### src/rtl/pkg_patron.sv
// Shared pattern definition for the baba generator and recognizer.
// Latency: none (types and constants only).
// Backpressure: not applicable.
package pkg_patron;

    typedef enum logic [1:0] {
        REPOSO = 2'd0,
        EMITE  = 2'd1,
        FIN    = 2'd2
    } estado_t;

    localparam logic SIMB_A = 1'b0;
    localparam logic SIMB_B = 1'b1;

    localparam int LONG_PATRON_DEF = 4;
    localparam logic [LONG_PATRON_DEF-1:0] PATRON_DEF = {SIMB_B, SIMB_A, SIMB_B, SIMB_A};

endpackage

### src/rtl/cont_simbolo.sv
// Symbol hold counter: counts 0..CICLOS_SIMBOLO-1 while enabled, flags the last cycle.
// Latency: tc is combinational from the count register.
// Backpressure: none; en stalls the count, clr restarts it.
module cont_simbolo #(
    parameter int CICLOS_SIMBOLO = 1
) (
    input  logic clk,
    input  logic rst_n,
    input  logic clr,
    input  logic en,
    output logic tc
);

    localparam int W = (CICLOS_SIMBOLO > 1) ? $clog2(CICLOS_SIMBOLO) : 1;
    localparam logic [W-1:0] ULTIMO = W'(CICLOS_SIMBOLO - 1);

    logic [W-1:0] cnt_q;
    logic [W-1:0] cnt_d;

    assign tc = (cnt_q == ULTIMO);

    always_comb begin
        cnt_d = cnt_q;
        if (clr) begin
            cnt_d = '0;
        end else if (en) begin
            cnt_d = tc ? '0 : cnt_q + W'(1);
        end
    end

    always_ff @(posedge clk or negedge rst_n) begin
        if (!rst_n) begin
            cnt_q <= '0;
        end else begin
            cnt_q <= cnt_d;
        end
    end

endmodule

### src/rtl/gen_patron_baba.sv
// Serial b,a,b,a pattern generator, repeated num_rep times, each symbol held CICLOS_SIMBOLO cycles.
// Latency: first symbol appears one cycle after the accepted inicio edge; all outputs registered.
// Backpressure: none; inicio is ignored (not queued) while ocupado is high.
module gen_patron_baba
    import pkg_patron::*;
#(
    parameter int                     LONG_PATRON    = LONG_PATRON_DEF,
    parameter logic [LONG_PATRON-1:0] PATRON         = PATRON_DEF,
    parameter int                     CICLOS_SIMBOLO = 1,
    parameter int                     ANCHO_REP      = 8
) (
    input  logic                 clk,
    input  logic                 rst_n,
    input  logic                 inicio,
    input  logic [ANCHO_REP-1:0] num_rep,
    output logic                 salida,
    output logic                 valido,
    output logic                 ocupado,
    output logic                 fin
);

    localparam int IW = (LONG_PATRON > 1) ? $clog2(LONG_PATRON) : 1;
    localparam logic [IW-1:0] ULT_IDX = IW'(LONG_PATRON - 1);

    estado_t              estado_q, estado_d;
    logic [IW-1:0]        idx_q, idx_d;
    logic [ANCHO_REP-1:0] rep_q, rep_d;
    logic [ANCHO_REP-1:0] nrep_q, nrep_d;
    logic                 salida_q, salida_d;
    logic                 valido_q, valido_d;
    logic                 ocupado_q, ocupado_d;
    logic                 fin_q, fin_d;

    logic cnt_clr;
    logic cnt_en;
    logic cnt_tc;

    cont_simbolo #(
        .CICLOS_SIMBOLO(CICLOS_SIMBOLO)
    ) u_cont_simbolo (
        .clk  (clk),
        .rst_n(rst_n),
        .clr  (cnt_clr),
        .en   (cnt_en),
        .tc   (cnt_tc)
    );

    always_comb begin
        estado_d = estado_q;
        idx_d    = idx_q;
        rep_d    = rep_q;
        nrep_d   = nrep_q;
        cnt_clr  = 1'b0;
        cnt_en   = 1'b0;

        case (estado_q)
            REPOSO: begin
                if (inicio) begin
                    nrep_d   = num_rep;
                    idx_d    = '0;
                    rep_d    = '0;
                    cnt_clr  = 1'b1;
                    estado_d = (num_rep == '0) ? FIN : EMITE;
                end
            end
            EMITE: begin
                cnt_en = 1'b1;
                if (cnt_tc) begin
                    if (idx_q == ULT_IDX) begin
                        idx_d = '0;
                        // rep_q never exceeds nrep_q-1, so the counter cannot wrap even at max num_rep
                        if (rep_q == nrep_q - ANCHO_REP'(1)) begin
                            estado_d = FIN;
                        end else begin
                            rep_d = rep_q + ANCHO_REP'(1);
                        end
                    end else begin
                        idx_d = idx_q + IW'(1);
                    end
                end
            end
            FIN: begin
                estado_d = REPOSO;
            end
            default: begin
                estado_d = REPOSO;
            end
        endcase

        // Outputs are derived from the next state so they land in flops aligned with it
        valido_d  = (estado_d == EMITE);
        salida_d  = valido_d & PATRON[ULT_IDX - idx_d];
        ocupado_d = (estado_d != REPOSO);
        fin_d     = (estado_d == FIN);
    end

    always_ff @(posedge clk or negedge rst_n) begin
        if (!rst_n) begin
            estado_q  <= REPOSO;
            idx_q     <= '0;
            rep_q     <= '0;
            nrep_q    <= '0;
            salida_q  <= 1'b0;
            valido_q  <= 1'b0;
            ocupado_q <= 1'b0;
            fin_q     <= 1'b0;
        end else begin
            estado_q  <= estado_d;
            idx_q     <= idx_d;
            rep_q     <= rep_d;
            nrep_q    <= nrep_d;
            salida_q  <= salida_d;
            valido_q  <= valido_d;
            ocupado_q <= ocupado_d;
            fin_q     <= fin_d;
        end
    end

    assign salida  = salida_q;
    assign valido  = valido_q;
    assign ocupado = ocupado_q;
    assign fin     = fin_q;

endmodule

### config.mk
export PLATFORM = sky130hd
export DESIGN_NAME = gen_patron_baba
export DESIGN_NICKNAME = d
export VERILOG_FILES = /design/src/rtl/pkg_patron.sv /design/src/rtl/cont_simbolo.sv /design/src/rtl/gen_patron_baba.sv
export SDC_FILE = /design/constraint.sdc
export NUM_CORES = 1
export LEC_CHECK = 0
export CAP_MARGIN = 40
export CORE_AREA = 2 2 57 59
export CTS_BUF_LIST = sky130_fd_sc_hd__clkbuf_16
export DETAILED_ROUTE_END_ITERATION = 6
export DIE_AREA = 0 0 59 61
export DONT_BUFFER_PORTS = 1
export MAX_ROUTING_LAYER = met4
export PLACE_DENSITY = 0.6
export SETUP_SLACK_MARGIN = 0.3
export SLEW_MARGIN = 15
export SYNTH_ARGS = -nofsm -noshare
export SYNTH_HDL_FRONTEND = slang
export SYNTH_SLANG_ARGS = --single-unit
export TNS_END_PERCENT = 1
### constraint.sdc
create_clock -name clk -period 2.3 [get_ports clk]
set_input_delay 0.46 -clock clk [delete_from_list [all_inputs] [get_ports clk]]
set_output_delay 0.46 -clock clk [all_outputs]
set_load 0.1 [all_outputs]
==> metrics.txt, run 1 <==
status finished, final reports clean; number of port buffers 0; worst path required time 2.49 ns; Ys Warns 0; synth unique cells 40; R2R depth 9; met3 WL post-DR 82 um; Rows 20; Worst Setup Start Kind flip-flop; highest routed layer met4; CTS Buf Count 3; Synth Area in Adders ~2.8%; worst reg2reg path endpoint rep_q[5]$_DFFE_PN0P_; DRC 0; H-tree lvl count 1; first-iteration detailed-routing DRC count 45; ys flop type dfrtp_1; IO Pins 15; number of diodes 0; CP Class flip-flop to flip-flop; GRT Util Overall ~20%; Crit path max-delay family compound AO/OA/AOI/OAI gates; DIE AREA about 3600 um2; Data arrival, critical path roughly 2.3 ns; CTS clock-pin slew for the worst setup and hold paths 0.06 ns; Final min period 2.07 ns; Pwr Total 2460 uW; sequential fraction of the synthesis area 44.4%; Post-Syn Area 1350 um2; leading area contributor after synthesis dfrtp_1; Die Y slightly above 60 um; initial antenna violation count 0; largest net degree at the start of global routing 25; maxcap violations 0; critical-path cell list inv_2 -> ha_4 -> nor2b_1 -> or3_1 -> a31oi_2 -> a31o_2 -> o211ai_4 -> a41o_1 -> a21oi_1; Avg Cell Area, Syn 9.21 um2; Worst VDD drop 0.848 mV; Worst-Skew Late Latency 0.26 ns; RSZ-0062 raised after global routing yes; Hold Fails Final Rpt 0; Synth Area in Simple Gates between 20% and 30%; worst slew pin tran 0.663 ns; asr flop ratio synth 100%; Clock Sinks 24; ranking of synthesized cells by area dfrtp_1 44%, nand2_1 8.3%, xnor2_1 5.8%, ha_1 2.8%, nand2b_1 2.8%; headroom to the max-slew limit 55.7%; drt first pass iters 4; Initial Util 45.8%; share of layout cells above drive strength 1 19.8%; WL met2 1.58 mm; LEAKAGE 0.000727 uW; xor and xnor fraction of the mapped netlist area 5.82%; CTS tree done; Routed WL 3.10 mm; CP max stage delay 0.38 ns; wire length per cell approximately 16 um; Worst Path Buf+Inv 1; CORE AREA 2950 um2; largest family of logic cells by synthesized area simple AND/OR/NAND/NOR gates; flop-to-flop setup slack between 0.2 and 0.25 ns; Slowest-stage cell, CP dfrtp_1; crit path max fanout 7; cell count after synthesis about 150; Critical Path End Type flip-flop; Clock Tree Buf Depth 2; GP Congestion around 0.79; fin crit share between 80 and 90%; number of flops mapped to enable cells by yosys 0; post-synthesis mux area share 2.31%; Layout Nets 177; half-perimeter wire length after placement 2.13 mm; vias in the first global route 1021; Post-synth top cells 30 x nand2_1, 24 x dfrtp_1, 9 x nor2_1, 9 x xnor2_1; Hold Path Class input pin to asynchronous set/reset pin; skew final 0.00214 ns; Synth Net Count 161; Setup TNS Final 0 ns; final hold slack 0.0111 ns; grt total ovfl 0; Clk Tree Root Cell clkbuf_16; vias per cell between 5 and 6; area delta synth->final 21.2%; PD cells 1500 nW/um2; met1 WL around 1.4 mm; FF-to-FF Start nrep_q[0]$_DFFE_PN0P_; DR vias roughly 1100; Highest Clock Rate 484 MHz; Final setup viols 0; ANT nets after route 0; most frequent cell after synthesis nand2_1; share of the synthesized area in the top cell type between 40% and 50%; global-route wire length before repair 4.99 mm; fraction of the mapped netlist area in compound gates 14.7%; Max Slew Vio Count 0; Die X 59 um; #FFs+latches synth 24
[placed cells by master (no fill, tap or decap), types with 2 or more instances in the layout]
cell	n
a21oi_1	4
a22o_1	3
a31o_1	3
buf_4	13
clkbuf_16	3
dfrtp_1	24
ha_1	2
inv_1	4
inv_2	2
mux2i_1	2
nand2_1	30
nand2b_1	6
nand3_1	2
nand3b_1	2
nand4_1	4
nand4b_1	2
nor2_1	8
nor2b_1	2
nor3_1	3
nor4_1	2
o211ai_2	2
o21ai_0	3
o21ai_1	2
o22ai_1	2
or2_1	2
xnor2_1	9
[routing by layer]
metal	vias to the layer above	global-route usage (%)
met3	4	1.92
met5	-	-
li1	542	-
met4	0	8.77
met1	561	25.9
met2	24	31.4
[state kept, by name (all words and copies together) (netlist names)]
signal and cells:
nrep_q 8, rep_q 8, estado_q 2, idx_q 2, fin 1, ocupado 1, salida 1, valido 1
[through the flow]
step / worst slack, ns / instance area (um2) / instances / util (%)
2_1_floorplan: 0.314 / 1370 / 147 / -
3_3_place_gp: 0.201 / 1430 / 182 / 48.4
3_5_place_dp: 0.182 / 1430 / 182 / 48.4
4_1_cts: 0.244 / 1620 / 195 / 55.0
5_1_grt: 0.132 / 1640 / 195 / 55.6
6_report: 0.234 / 1640 / 195 / 55.6
[worst max path at each step]
| stage | end | cells after the start | slack (ns) | startpoint |
|---|---|---|---|---|
| after detailed placement | rep_q[5]$_DFFE_PN0P_ | 9 | 0.18 | nrep_q[0]$_DFFE_PN0P_ |
| after floorplan | rep_q[4]$_DFFE_PN0P_ | 10 | 0.31 | nrep_q[0]$_DFFE_PN0P_ |
| after global placement | rep_q[5]$_DFFE_PN0P_ | 9 | 0.20 | nrep_q[0]$_DFFE_PN0P_ |
| after global routing | rep_q[5]$_DFFE_PN0P_ | 9 | 0.13 | nrep_q[0]$_DFFE_PN0P_ |
| after CTS | salida$_DFF_PN0_ | 9 | 0.24 | nrep_q[0]$_DFFE_PN0P_ |
| final | rep_q[5]$_DFFE_PN0P_ | 9 | 0.23 | nrep_q[0]$_DFFE_PN0P_ |
[final cells by class]
class	count	area, um2
repair buffers	14	118
clock buffers	3	75.1
inverters	7	26.3
multi-input cells	113	749
fillers	265	1310
well taps	33	41.3
clock inverters	1	30.0
flip-flops and latches	24	601
[report_power, final]
part	total, uW	switching (uW)	internal, uW
Sequential	715	149	565
Clock	490	144	346
Combinational	1260	716	541
[kinds of logic (layout without fill, tap and decap cells)]
family / count (synthesis) / count (layout)
AOI/OAI and AO/OA: 26 / 27
xor gates and xnor gates: 9 / 9
adders and majority gates: 3 / 3
buffers and inverters: 11 / 25
DFF: 24 / 24
muxes: 3 / 3
and+or+nand+nor: 71 / 71
[what timing repair did]
action | in CTS | in global routing
hold endpoints to repair | 24 | 0
pin swaps | 5 | 3
gates cloned | 1 | 0
hold buffers | 1 | 0
setup endpoints to repair | 9 | 13
resized for setup | 3 | 3
buffers inserted | 7 | 0
No activity file was read; power rests on OpenSTA's default activity.
==> run 2: changes to the inputs <==
--- a/config.mk
+++ b/config.mk
@@ -5,14 +5,14 @@
 export SDC_FILE = /design/constraint.sdc
 export NUM_CORES = 1
 export LEC_CHECK = 0
+export BUFFER_PORTS_ARGS = -buffer_cell sky130_fd_sc_hd__buf_2
 export CAP_MARGIN = 40
 export CORE_AREA = 2 2 57 59
 export CTS_BUF_LIST = sky130_fd_sc_hd__clkbuf_16
 export DETAILED_ROUTE_END_ITERATION = 6
 export DIE_AREA = 0 0 59 61
-export DONT_BUFFER_PORTS = 1
 export MAX_ROUTING_LAYER = met4
-export PLACE_DENSITY = 0.6
+export PLACE_DENSITY = 0.65
 export SETUP_SLACK_MARGIN = 0.3
 export SLEW_MARGIN = 15
 export SYNTH_ARGS = -nofsm -noshare
==> metrics.txt, run 2 (synthesized netlist as in run 1, its figures left out) <==
fin crit share 90.1% (was 89.8%); vias in the first global route 1136 (was 1021); maxcap violations 0 (unchanged); number of diodes 0 (unchanged); Layout Nets 184 (was 177); Data arrival, critical path 2.20 ns (was 2.25 ns); Util after Layout 54.8% (was 55.6%); Worst-Skew Late Latency 0.26 ns (about the same); LEAKAGE 0.000733 uW (was 0.000727 uW); CP max stage delay 0.38 ns (about the same); most frequent cells in the layout 30 x nand2_1, 24 x dfrtp_1, 14 x buf_2 (was 30 x nand2_1, 24 x dfrtp_1, 13 x buf_4); first-iteration detailed-routing DRC count 49 (was 45); critical-path cell list inv_2 -> ha_4 -> nor2b_1 -> or3_1 -> a31oi_2 -> and3_1 -> o211ai_2 -> a22o_1 -> nor2b_4 (was inv_2 -> ha_4 -> nor2b_1 -> or3_1 -> a31oi_2 -> a31o_2 -> o211ai_4 -> a41o_1 -> a21oi_1); CTS tree done (unchanged); final instance area 1620 um2 (was 1640 um2); global-route wire length before repair 5.29 mm (was 4.99 mm); worst path required time 2.43 ns (was 2.49 ns); crit path max fanout 7 (unchanged); Final min period 2.07 ns (about the same); number of port buffers 14 (was 0); Final setup viols 0 (unchanged); Clock Sinks 24 (unchanged); half-perimeter wire length after placement 2.14 mm (was 2.13 mm); area delta synth->final 19.6% (was 21.2%); largest net degree at the start of global routing 25 (unchanged); PD cells 1430 nW/um2 (was 1500 nW/um2); IO Pins 15 (unchanged); CTS Buf Count 3 (unchanged); Max Slew Vio Count 0 (unchanged); DR vias 1139 (was 1131); initial antenna violation count 0 (unchanged); Setup TNS Final 0 ns (unchanged); commonest non-fill, non-tap cell in the layout nand2_1 (unchanged); DIE AREA 3600 um2 (unchanged); share of layout cells above drive strength 1 21.9% (was 19.8%); Initial Util 45.8% (unchanged); CP Class flip-flop to flip-flop (unchanged); drt first pass iters 4 (unchanged); Hold Fails Final Rpt 0 (unchanged); RSZ-0062 raised after global routing yes (unchanged); GRT Util Overall 20.0% (was 19.9%); Top Registers nrep_q: 8 flops, rep_q: 8 flops (unchanged); wire length per cell 15.3 um (was 15.9 um); Slowest-stage cell, CP dfrtp_1 (unchanged); status finished, final reports clean (unchanged); Pwr Total 2320 uW (was 2460 uW); grt total ovfl 0 (unchanged); Rows 20 (unchanged); CORE AREA 2950 um2 (unchanged); Place WS 0.126 ns (was 0.182 ns); Critical Path End Type flip-flop (unchanged); CTS clock-pin slew for the worst setup and hold paths 0.06 ns (about the same); H-tree lvl count 1 (unchanged); ANT nets after route 0 (unchanged); Clk Tree Root Cell clkbuf_16 (unchanged); final worst slack 0.227 ns (was 0.234 ns); skew final 0.00233 ns (was 0.00214 ns); worst slew pin tran 0.585 ns (was 0.663 ns); # hold bufs at CTS 0 (was 1); Die Y 61 um (unchanged); dpl cell area 1470 um2 (was 1430 um2); Routed WL 3.09 mm (was 3.10 mm); headroom to the max-slew limit 60.8% (was 55.7%); vias per cell 5.64 (was 5.80); Die X 59 um (unchanged); Worst VDD drop 0.574 mV (was 0.848 mV); DRC 0 (unchanged); GP Congestion 0.846 (was 0.790); Clock Tree Buf Depth 2 (unchanged); Highest Clock Rate 482 MHz (was 484 MHz); Worst Setup Start Kind flip-flop (unchanged); Hold Path Class input pin to asynchronous set/reset pin (unchanged)
-- run 2: what timing repair did --
action	CTS	global route
pin swaps	6	6
cloned	1	0
endpoints found under the setup margin	11	13
setup buffers	5	0
gates resized for setup	2	4
-- run 2: path summary, 6_finish.rpt --
path                       cells past startpoint                  start               endpoint  slack [ns]
hold / removal                                 1                  rst_n   rep_q[2]$_DFFE_PN0P_        0.18
setup / recovery                               9  nrep_q[0]$_DFFE_PN0P_       salida$_DFF_PN0_        0.23
max in group asynchronous                      1                  rst_n  nrep_q[3]$_DFFE_PN0P_        1.75
hold reg to reg                                1   idx_q[1]$_DFFE_PN0N_   idx_q[1]$_DFFE_PN0N_        0.53
setup reg to reg                               9  nrep_q[0]$_DFFE_PN0P_       salida$_DFF_PN0_        0.23
min in group clk                               3             num_rep[2]  nrep_q[2]$_DFFE_PN0P_        0.41
-- run 2: cell type report --
class	instances	area (um2)
clock buffer	3	75.1
clock inverter	1	3.75
fill	280	1330
inverter	7	26.3
multi-input combinational	113	749
sequential	24	601
tap	33	41.3
timing repair buffer	21	123
-- run 2: per-layer routing --
metal / wire, um / vias up / global-route usage [%]
met3: 115 / 2 / 2.77
met1: 1440 / 556 / 26.7
met4: 17 / 0 / 4.55
met5: 0 / - / -
li1: - / 559 / -
met2: 1520 / 22 / 32.4
-- run 2: per-stage QoR --
| stage | hold WS (ns) | cells |
|---|---|---|
| after floorplan | 0.164 | 147 |
| after global placement | 0.474 | 192 |
| after detailed placement | 0.479 | 192 |
| after CTS | 0.203 | 202 |
| after global routing | 0.226 | 202 |
| final | 0.185 | 202 |
-- run 2: critical path, delay by kind of cell (launching register included) --
| family | cells | cell delay [ns] |
|---|---|---|
| simple gates | 4 | 0.78 |
| flops | 1 | 0.38 |
| compound gates | 3 | 0.55 |
| buf+inv | 1 | 0.06 |
| fa+ha+maj | 1 | 0.17 |
-- run 2: power breakdown --
group	switching (uW)	total, uW	internal, uW
sequential	150	715	565
clock	144	376	232
combinational	715	1230	512
==> run 3: changes to the inputs <==
--- a/config.mk
+++ b/config.mk
@@ -7,15 +7,16 @@
 export LEC_CHECK = 0
 export BUFFER_PORTS_ARGS = -buffer_cell sky130_fd_sc_hd__buf_2
 export CAP_MARGIN = 40
-export CORE_AREA = 2 2 57 59
+export CORE_AREA = 2 2 64 54
 export CTS_BUF_LIST = sky130_fd_sc_hd__clkbuf_16
 export DETAILED_ROUTE_END_ITERATION = 6
-export DIE_AREA = 0 0 59 61
+export DIE_AREA = 0 0 66 56
 export MAX_ROUTING_LAYER = met4
 export PLACE_DENSITY = 0.65
 export SETUP_SLACK_MARGIN = 0.3
 export SLEW_MARGIN = 15
 export SYNTH_ARGS = -nofsm -noshare
 export SYNTH_HDL_FRONTEND = slang
+export SYNTH_HIERARCHICAL = 1
 export SYNTH_SLANG_ARGS = --single-unit
 export TNS_END_PERCENT = 1
==> metrics.txt, run 3 <==
RSZ-0062 raised after global routing yes (unchanged); ranking of synthesized cells by area dfrtp_1 43%, nand2_1 8.9%, mux2i_1 5.1%, xnor2_1 3.2%, a21oi_1 2.9% (was dfrtp_1 44%, nand2_1 8.3%, xnor2_1 5.8%, ha_1 2.8%, nand2b_1 2.8%); area delta synth->final 20.9% (was 19.6%); CP Class flip-flop to flip-flop (unchanged); worst path required time 2.45 ns (was 2.43 ns); most frequent cell after synthesis nand2_1 (unchanged); Max Slew Vio Count 0 (unchanged); Critical Path End Type flip-flop (unchanged); Worst VDD drop 0.595 mV (was 0.574 mV); Avg Cell Area, Syn 9.30 um2 (was 9.21 um2); Sw Share 41.0% (was 43.5%); FF-to-FF Start nrep_q[1]$_DFFE_PN0P_ (was nrep_q[0]$_DFFE_PN0P_); Clock Tree Buf Depth 2 (unchanged); Die X 66 um (was 59 um); Final min period 2.22 ns (was 2.07 ns); Setup TNS Final 0 ns (unchanged); Highest Clock Rate 450 MHz (was 482 MHz); largest net degree at the start of global routing 25 (unchanged); most frequent cells in the layout 33 x nand2_1, 23 x dfrtp_1, 14 x buf_2 (was 30 x nand2_1, 24 x dfrtp_1, 14 x buf_2); Clk network pwr share 22.2% (was 16.2%); number of flops mapped to enable cells by yosys 0 (unchanged); PD cells 1350 nW/um2 (was 1430 nW/um2); CORE AREA 3020 um2 (was 2950 um2); Routed WL 3.19 mm (was 3.09 mm); Hold Fails Final Rpt 0 (unchanged); combinational share of power 46.8% (was 52.9%); Clk Tree Root Cell clkbuf_16 (unchanged); vias in the first global route 1182 (was 1136); Synth Net Count 163 (was 161); H-tree lvl count 1 (unchanged); flop-to-flop setup slack 0.08 ns (was 0.23 ns); asr flop ratio synth 100% (unchanged); number of port buffers 14 (unchanged); skew final 0.00525 ns (was 0.00233 ns); GRT Util Overall 19.7% (was 20.0%); non-filler cells, final 207 (was 202); Hold Path Class input pin to asynchronous set/reset pin (unchanged); share of the synthesized area in the top cell type 43.3% (was 44.4%); Data arrival, critical path 2.37 ns (was 2.20 ns); CTS tree done (unchanged); ys flop type dfrtp_1 (unchanged); Flop pwr share 31.0% (was 30.9%); Worst Setup Start Kind flip-flop (unchanged); DR vias 1176 (was 1139); synth unique cells 42 (was 40); commonest non-fill, non-tap cell in the layout nand2_1 (unchanged); crit path max fanout 6 (was 7); maxcap violations 0 (unchanged); Final setup viols 0 (unchanged); Pint 1340 uW (was 1310 uW); Layout Nets 182 (was 184); CTS Buf Count 3 (unchanged); Post-Syn Area 1390 um2 (was 1350 um2); DIE AREA 3700 um2 (was 3600 um2); launch point of the worst path nrep_q[1]$_DFFE_PN0P_ (was nrep_q[0]$_DFFE_PN0P_); final worst slack 0.0775 ns (was 0.227 ns); grt total ovfl 0 (unchanged); #FFs+latches synth 24 (unchanged); Clock Sinks 24 (unchanged); Rows 18 (was 20); IO Pins 15 (unchanged); LEAKAGE 0.000735 uW (was 0.000733 uW); first-iteration detailed-routing DRC count 49 (unchanged); headroom to the max-slew limit 63.5% (was 60.8%); CTS clock-pin slew for the worst setup and hold paths 0.07 ns (was 0.06 ns); Ys Warns 6 (was 0); post-placement cell count 202 (was 192); Post-synth top cells 33 x nand2_1, 24 x dfrtp_1, 8 x a21oi_1, 7 x mux2i_1 (was 30 x nand2_1, 24 x dfrtp_1, 9 x nor2_1, 9 x xnor2_1); Place WS 0.0768 ns (was 0.126 ns); number of diodes 0 (unchanged); final instance area 1680 um2 (was 1620 um2); global-route wire length before repair 5.49 mm (was 5.29 mm); vias per cell 5.68 (was 5.64); wire length per cell 15.4 um (was 15.3 um); Worst-Skew Late Latency 0.26 ns (about the same); DRC 0 (unchanged); half-perimeter wire length after placement 2.24 mm (was 2.14 mm); drt first pass iters 4 (unchanged); sequential fraction of the synthesis area 43.3% (was 44.4%); cell count after synthesis 149 (was 147); initial antenna violation count 0 (unchanged); leading area contributor after synthesis dfrtp_1 (unchanged); # hold bufs at CTS 0 (unchanged); share of layout cells above drive strength 1 22.2% (was 21.9%); Die Y 56 um (was 61 um); ANT nets after route 0 (unchanged); Switch Pwr 929 uW (was 1010 uW); GP Congestion 0.876 (was 0.846); fin crit share 96.6% (was 90.1%); Top Registers nrep_q: 8 flops, rep_q: 8 flops (unchanged); dpl cell area 1530 um2 (was 1470 um2); worst slew pin tran 0.541 ns (was 0.585 ns); Initial Util 45.9% (was 45.8%); status finished, final reports clean (unchanged)
==> run 3: cell types whose count changed after synthesis, moves of 3 or more <==
| cell | before | now |
|---|---|---|
| a211oi_1 | 0 | 3 |
| a21oi_1 | 4 | 8 |
| a22o_1 | 3 | 0 |
| a31o_1 | 3 | 0 |
| clkbuf_1 | 2 | 5 |
| mux2i_1 | 2 | 7 |
| nand2_1 | 30 | 33 |
| nor2_1 | 9 | 6 |
| nor3_1 | 4 | 1 |
| xnor2_1 | 9 | 5 |
| xor2_1 | 0 | 3 |
==> run 3: path summary, 6_finish.rpt <==
check	to	cells after the start
min reg2reg	nrep_q[7]$_DFFE_PN0P_	2
min in group clk	nrep_q[2]$_DFFE_PN0P_	3
max	salida$_DFF_PN0_	6
min	nrep_q[1]$_DFFE_PN0P_	1
max reg2reg	salida$_DFF_PN0_	6
max in group asynchronous	nrep_q[2]$_DFFE_PN0P_	1
==> run 3: stage by stage <==
step	power (uW)	hold slack, ns	utilization, %
floorplan	1450	0.164	-
global placement	1650	0.470	50.8
detailed placement	1700	0.483	50.8
CTS	2250	0.202	55.3
global route	2400	0.229	55.6
finish	2270	0.180	55.6
==> run 3: logic make-up after synthesis <==
| logic type | synth area share (%) |
|---|---|
| multiplexers | 5.05 |
| AO/OA/AOI/OAI | 16.8 |
| AND/OR/NAND/NOR | 23.6 |
| XOR/XNOR | 5.05 |
| adder cells (fa/ha/maj) | 2.71 |
| flip-flops | 43.3 |
| other | 0.270 |
| buffers and inverters | 3.25 |
==> run 3: timing repair <==
item                                    in CTS  in global routing
resized for setup                            4                  1
endpoints found under the setup margin      13                 13
pin swaps                                    1                  3
buffers inserted                             1                  0
==> run 3: routing by layer <==
layer | GRT usage, % | vias to the layer above | part of all wire [%]
li1 | - | 568 | -
met1 | 26.5 | 569 | 45
met2 | 30.4 | 37 | 48
met3 | 4.86 | 2 | 6.3
met4 | 4.08 | 0 | 0.47
met5 | - | - | 0
==> run 3: power by group through the flow <==
stage	Combinational, uW	Clock [uW]	Sequential [uW]
floorplan	652	0	794
global placement	965	0	688
detailed placement	1000	0	704
CTS	1040	505	699
global route	1150	530	720
finish	1060	503	702
==> run 3: layout make-up <==
| type | count | area, um2 |
|---|---|---|
| Clock buffer | 3 | 75.1 |
| Clock inverter | 1 | 30.0 |
| Fill cell | 277 | 1340 |
| Inverter | 4 | 15.0 |
| Multi-Input combinational cell | 114 | 782 |
| Sequential cell | 24 | 602 |
| Tap cell | 40 | 50.0 |
| Timing Repair Buffer | 21 | 123 |
==> run 3: worst max-delay path: stages, from the launching register on <==
cell,delay (ns)
dfrtp_1,0.42
or4_1,0.53
or3_1,0.31
nand4_1,0.18
a21o_1,0.20
nor2_4,0.09
a2111oi_4,0.38
